===== src/rtl/aha_loop_back_pkg.sv =====
// Shared definitions for the loop-back frequency monitor.
// Holds the FSM state encodings and the default field widths used by
// aha_loop_back_monitor and aha_sync_edge_det.
package aha_loop_back_pkg;

  typedef enum logic [1:0] {
    ST_IDLE    = 2'd0,
    ST_ARM     = 2'd1,
    ST_MEASURE = 2'd2,
    ST_REPORT  = 2'd3
  } state_e;

  localparam int CNT_W_DEF       = 16;
  localparam int SYNC_STAGES_DEF = 2;

endpackage


===== src/rtl/aha_sync_edge_det.sv =====
// Synchronizer plus rising-edge detector for an asynchronous input.
// Ports:
//   CLK     - reference clock
//   RESET   - synchronous active-high reset, clears every flop
//   D_ASYNC - asynchronous input (selected clock / debug signal)
//   EDGE    - one-cycle pulse per synchronized rising edge of D_ASYNC
module aha_sync_edge_det #(
  parameter int SYNC_STAGES = 2
) (
  input  logic CLK,
  input  logic RESET,
  input  logic D_ASYNC,
  output logic EDGE
);

  logic [SYNC_STAGES-1:0] r_sync;
  logic                   r_prev;
  logic                   w_sync_out;

  assign w_sync_out = r_sync[SYNC_STAGES-1];

  always_ff @(posedge CLK) begin
    if (RESET) begin
      r_sync <= '0;
      r_prev <= 1'b0;
    end else begin
      r_sync <= {r_sync[SYNC_STAGES-2:0], D_ASYNC};
      r_prev <= w_sync_out;
    end
  end

  assign EDGE = w_sync_out & ~r_prev;

endmodule


===== src/rtl/aha_loop_back_monitor.sv =====
// Loop-back frequency monitor: counts rising edges of LOOP_BACK over a
// programmable window of CLK cycles.
// Ports:
//   CLK, RESET          - reference clock, synchronous active-high reset
//   LOOP_BACK           - asynchronous signal under measurement
//   START, ABORT        - begin / cancel a measurement
//   WINDOW              - window length in CLK cycles, captured with START
//   BUSY                - high whenever the FSM is not idle
//   DONE                - one-cycle completion pulse
//   COUNT, SATURATED    - result of the last completed window
module aha_loop_back_monitor
  import aha_loop_back_pkg::*;
#(
  parameter int CNT_W       = CNT_W_DEF,
  parameter int SYNC_STAGES = SYNC_STAGES_DEF,
  // Window field width. Tracks CNT_W unless overridden; a narrow edge
  // counter can then still be exercised with a long window.
  parameter int WIN_W       = CNT_W
) (
  input  logic             CLK,
  input  logic             RESET,
  input  logic             LOOP_BACK,
  input  logic             START,
  input  logic             ABORT,
  input  logic [WIN_W-1:0] WINDOW,
  output logic             BUSY,
  output logic             DONE,
  output logic [CNT_W-1:0] COUNT,
  output logic             SATURATED
);

  state_e             r_state, w_next;
  logic [WIN_W-1:0]   r_win;
  logic [WIN_W-1:0]   r_rem;
  logic [CNT_W-1:0]   r_cnt, w_cnt_nxt;
  logic               r_ovf, w_ovf_nxt;
  logic [CNT_W-1:0]   r_count;
  logic               r_sat;
  logic               w_edge;

  aha_sync_edge_det #(.SYNC_STAGES(SYNC_STAGES)) u_sync (
    .CLK     (CLK),
    .RESET   (RESET),
    .D_ASYNC (LOOP_BACK),
    .EDGE    (w_edge)
  );

  // Saturating edge counter update; only committed while measuring.
  always_comb begin
    w_cnt_nxt = r_cnt;
    w_ovf_nxt = r_ovf;
    if (w_edge) begin
      if (r_cnt == '1) w_ovf_nxt = 1'b1;
      else             w_cnt_nxt = r_cnt + CNT_W'(1);
    end
  end

  always_comb begin
    w_next = r_state;
    case (r_state)
      ST_IDLE:    if (START) w_next = ST_ARM;
      ST_ARM: begin
        if (ABORT)             w_next = ST_IDLE;
        else if (r_win != '0)  w_next = ST_MEASURE;
        else                   w_next = ST_REPORT;
      end
      ST_MEASURE: begin
        if (ABORT)                    w_next = ST_IDLE;
        else if (r_rem == WIN_W'(1))  w_next = ST_REPORT;
      end
      ST_REPORT:  w_next = ST_IDLE;
      default:    w_next = ST_IDLE;
    endcase
  end

  always_ff @(posedge CLK) begin
    if (RESET) begin
      r_state <= ST_IDLE;
      r_win   <= '0;
      r_rem   <= '0;
      r_cnt   <= '0;
      r_ovf   <= 1'b0;
      r_count <= '0;
      r_sat   <= 1'b0;
    end else begin
      r_state <= w_next;
      case (r_state)
        ST_IDLE: if (START) r_win <= WINDOW;
        ST_ARM: begin
          r_rem <= r_win;
          r_cnt <= '0;
          r_ovf <= 1'b0;
          if (w_next == ST_REPORT) begin
            r_count <= '0;
            r_sat   <= 1'b0;
          end
        end
        ST_MEASURE: begin
          r_rem <= r_rem - WIN_W'(1);
          r_cnt <= w_cnt_nxt;
          r_ovf <= w_ovf_nxt;
          // Result is loaded on entry to REPORT so it is already valid
          // in the DONE cycle; this folds in an edge on the last cycle.
          if (w_next == ST_REPORT) begin
            r_count <= w_cnt_nxt;
            r_sat   <= w_ovf_nxt;
          end
        end
        default: ;
      endcase
    end
  end

  assign BUSY      = (r_state != ST_IDLE);
  assign DONE      = (r_state == ST_REPORT);
  assign COUNT     = r_count;
  assign SATURATED = r_sat;

endmodule

===== config.mk =====
export PLATFORM = sky130hd
export DESIGN_NAME = aha_loop_back_monitor
export DESIGN_NICKNAME = d
export VERILOG_FILES = /design/src/rtl/aha_loop_back_pkg.sv /design/src/rtl/aha_sync_edge_det.sv /design/src/rtl/aha_loop_back_monitor.sv
export SDC_FILE = /design/constraint.sdc
export NUM_CORES = 1
export LEC_CHECK = 0
export ABC_CLOCK_PERIOD_IN_PS = 3000
export CORE_MARGIN = 2
export CORE_UTILIZATION = 56
export DETAILED_ROUTE_END_ITERATION = 10
export PLACE_DENSITY = 0.82
export SYNTH_ARGS = -nofsm -noshare
export SYNTH_HDL_FRONTEND = slang
export SYNTH_SLANG_ARGS = --single-unit

===== constraint.sdc =====
create_clock -name CLK -period 3 [get_ports CLK]
set_input_delay 0.6 -clock CLK [delete_from_list [all_inputs] [get_ports CLK]]
set_output_delay 0.6 -clock CLK [all_outputs]
set_load 0.005 [all_outputs]

==> impl_summary.txt <==
----------------------------------------------------
[Timing]
  Worst setup slack after layout ... 0.528 ns
  Slew at the pin closest to its max-slew limit ... 0.577 ns
  Maximum clock frequency ... 405 MHz
  Period utilization ... between 80 and 90%
  Max-Slew Margin vs Limit ... roughly three fifths
  Setup repair after global routing missed its margin ... false
  Final number of max-transition violations ... 0
  Post-Route Skew ... 0.00495 ns
  Number of endpoints failing setup at the final stage ... 0
  Total count of hold-check failures in the final report ... 0
  Tmin final ... 2.47 ns
  Setup total negative slack ... 0 ns

[Placement]
  Post-placement setup slack ... ~0.24 ns
  I/O Buffers ... 39
  Placed Area ... 0.00400 mm2
  Dpl hpwl ... roughly 6000 um
  Weighted congestion at the end of routability-driven global placement ... around 0.91

[Drt]
  Drt total wl ... 8720 um
  Routed via count ... 3,313
  Routed via count divided by cell count ... between 6 and 7
  Wire length per cell after detailed routing ... 15.8 um
  Antenna-violating nets left ... 0
  Count of routing violations after the opening detailed-route iteration ... around 260
  Number of remaining DRC errors ... 0
  Number of search-and-repair iterations in the first detailed-routing pass ... 4

[Yosys]
  Main synth FF type ... sky130_fd_sc_hd__dfxtp_1
  Sequential fraction of the synthesis area ... 39.6%
  Cell type contributing the most total cell area after synthesis ... sky130_fd_sc_hd__dfxtp_1
  Post-synth top cells ... 71 x sky130_fd_sc_hd__dfxtp_1, 69 x sky130_fd_sc_hd__nand2_1, 50 x sky130_fd_sc_hd__a21oi_1
  Count of synthesis-stage warnings from yosys ... 0
  Cell types occupying the most area after synthesis ... sky130_fd_sc_hd__dfxtp_1 40%, sky130_fd_sc_hd__nand2_1 7.2%, sky130_fd_sc_hd__a21oi_1 7.0%, sky130_fd_sc_hd__nor2_1 3.6%, sky130_fd_sc_hd__ha_1 2.8%
  Post-Syn Instances ... 440
  Distinct cell type count after synthesis ... between 60 and 70
  Avg Cell Area, Syn ... 8.15 um2
  Most frequently used cell type in the post-synthesis netlist ... sky130_fd_sc_hd__dfxtp_1
  Number of flops mapped to enable cells by yosys ... 0
  Async S/R FF share, synth ... 0%
  Cell Area, Synth ... 0.00359 mm2
  Share of Yosys cell area claimed by the top area cell type ... 39.6%
  Synthesized netlist net count ... 469
  Register bit total from synthesis ... between 70 and 80

[Worst setup path]
  Crit start category ... flop
  Required time at the endpoint of the critical path ... 3.27 ns
  Worst r2r dst ... r_cnt[9]
  Worst setup path class ... flop to flop
  Arrival time of the worst setup path ... 2.74 ns
  Critical-path top delay cell ... sky130_fd_sc_hd__ha_1
  Largest stage delay on the critical path ... 0.54 ns
  Count of cells along the worst register-to-register path ... 7
  Critical register-to-register path startpoint ... r_state[0]
  Buffers & Inverters on Critical Path ... 3
  Critical Path Sink Type ... flop
  Crit path max fanout ... 18
  Origin of the worst setup path ... r_state[0]
  Setup slack of the worst register-to-register path ... 0.53 ns
  CP delay by family, top ... buffers and inverters
  CP Cell Sequence ... inv_1, ha_1, inv_2, buf_4, nor2_1, o211ai_1, a21oi_1

[Floorplan]
  Core Area ... 0.00628 mm2
  Effective utilization at floorplan ... 57.1%
  Vertical die dimension ... 84.0 um
  Row count ... 29
  Die area ... 0.00706 mm2
  Horizontal die dimension ... 84.0 um
  Number of primary I/O pins ... 40

[Clock tree]
  Max Root-Sink Buffers ... 2
  Clock latency of the later-clocked register in the worst-skew pair ... ~0.34 ns
  Post-CTS setup buffer count ... 0
  Clock tree from TritonCTS ... done
  Clock tree sinks ... 71
  Clock input transition at the sequential cells of the worst setup and hold paths ... 0.08 ns
  Number of resized instances in the post-cts repair step ... 0
  Clock tree root driver cell ... sky130_fd_sc_hd__clkbuf_8
  Total CTS buffers ... 9
  Total number of H-tree levels ... 3
  Hold bufs inserted after CTS ... 0

[Power]
  Fraction of power consumed by combinational cells ... 11.4%
  Internal cell power ... 0.00163 W
  Overall power of the completed layout ... 0.00218 W
  Power per cell area ... 514 mW/mm2
  Switching Share ... 25.5%
  Switching power ... between 0.0005 and 0.0006 W
  Part of the total power dissipated in sequential elements ... ~46%
  Worst IR drop on VDD ... 0.365 mV
  Leakage power ... 1.49 nW
  Power share of the clock group ... 42.6%

[Layout]
  Growth of design area from synthesis to finish ... 18.4%
  Final design instance area without fill ... ~0.0042 mm2
  Antenna diode count ... 0
  Proportion of layout cells with a drive suffix above 1 ... 8.02%
  Filler Cells Inserted ... between 500 and 600
  # nets final ... 498

[GRT]
  Largest net degree at the start of global routing ... 47
  Initial antenna violation count ... 0
  Wire length of the first global-routing pass ... ~14,000 um
  Total global routing track utilization ... 25.1%
  Overflow left after global routing ... 0
  Via count of the first global-routing pass ... 3,004

[Hold path]
  Number of cells on the worst hold path ... 1
  Worst hold path startpoint ... u_sync.r_sync[0]
  Min-delay worst type ... flop to flop
  Endpoint, Worst Hold ... u_sync.r_sync[1]

[Status]
  Status ... finished clean

[Flow run]
  Max-Cap Viols ... 0

----------------------------------------------------
flip-flops by register name, summed over array words and instances, names as in the netlist:
| name | flops |
|---|---|
| u_sync.r_prev | 1 |
| r_rem | 16 |
| u_sync.r_sync | 2 |
| r_cnt | 16 |
| COUNT | 16 |
| r_state | 2 |
| r_ovf | 1 |
| r_win | 16 |
| SATURATED | 1 |
layout by cell type, fill, tap and decap left out, types with 9 or more instances in the layout:
cell                              Yosys  layout
sky130_fd_sc_hd__inv_1               10      10
sky130_fd_sc_hd__clkbuf_8             0       9
sky130_fd_sc_hd__nor2_1              34      34
sky130_fd_sc_hd__dfxtp_1             71      71
sky130_fd_sc_hd__a21oi_1             50      50
sky130_fd_sc_hd__o21ai_0             13      13
sky130_fd_sc_hd__o2bb2ai_1            9       9
sky130_fd_sc_hd__clkdlybuf4s50_1      0      38
sky130_fd_sc_hd__nand2_1             69      69
sky130_fd_sc_hd__nor3_1              11      11
sky130_fd_sc_hd__nand3_1             12      12
power groups by stage:
stage / combinational, W / clock (W) / sequential, W
finish: 0.000248 / 0.000931 / 0.00100
global route: 0.000275 / 0.000980 / 0.00101
CTS: 0.000247 / 0.000936 / 0.00100
detailed placement: 0.000244 / 0 / 0.00103
global placement: 0.000237 / 0 / 0.00102
floorplan: 0.000178 / 0 / 0.00102
routing by layer:
metal / track usage [%] / up-vias / wire, um
li1: - / 1643 / -
met1: 36.1 / 1565 / 4060
met2: 38.4 / 95 / 4090
met3: 3.46 / 10 / 476
met4: 8.94 / 0 / 97
met5: 0 / - / 0
cells by family after synthesis:
family / count (synthesis) / share of synthesized area [%]
XOR/XNOR: 8 / 1.95
AO/OA/AOI/OAI: 127 / 24.4
AND/OR/NAND/NOR: 181 / 25.2
adder cells (fa/ha/maj): 8 / 2.79
buffers and inverters: 39 / 4.40
multiplexers: 6 / 1.67
flip-flops: 71 / 39.6
area by class of cell:
type | instances | area, um2 | share of cell area [%]
Multi-Input combinational cell | 330 | 2010 | 47.3
Sequential cell | 71 | 1420 | 33.5
Timing Repair Buffer | 45 | 430 | 10.1
Clock buffer | 9 | 124 | 2.92
Clock inverter | 7 | 121 | 2.86
Tap cell | 77 | 96.3 | 2.27
Inverter | 12 | 45.0 | 1.06
worst max-delay path by stage:
stage                     end  slack [ns]  depth (start not counted)
global route         COUNT[8]        0.38                          7
finish               r_cnt[9]        0.53                          7
global placement     COUNT[7]        0.32                          7
detailed placement  COUNT[13]        0.24                          7
CTS                  COUNT[9]        0.56                          7
floorplan           COUNT[15]        0.89                          7
through the flow:
stage	hold slack [ns]	util, %	cells
3_3_place_gp	0.422	63.7	535
4_1_cts	0.461	67.6	551
3_5_place_dp	0.452	63.7	535
5_1_grt	0.479	67.6	551
6_report	0.453	67.6	551
2_1_floorplan	0.414	-	440
Note: power is estimated with default switching activity, not from simulation.
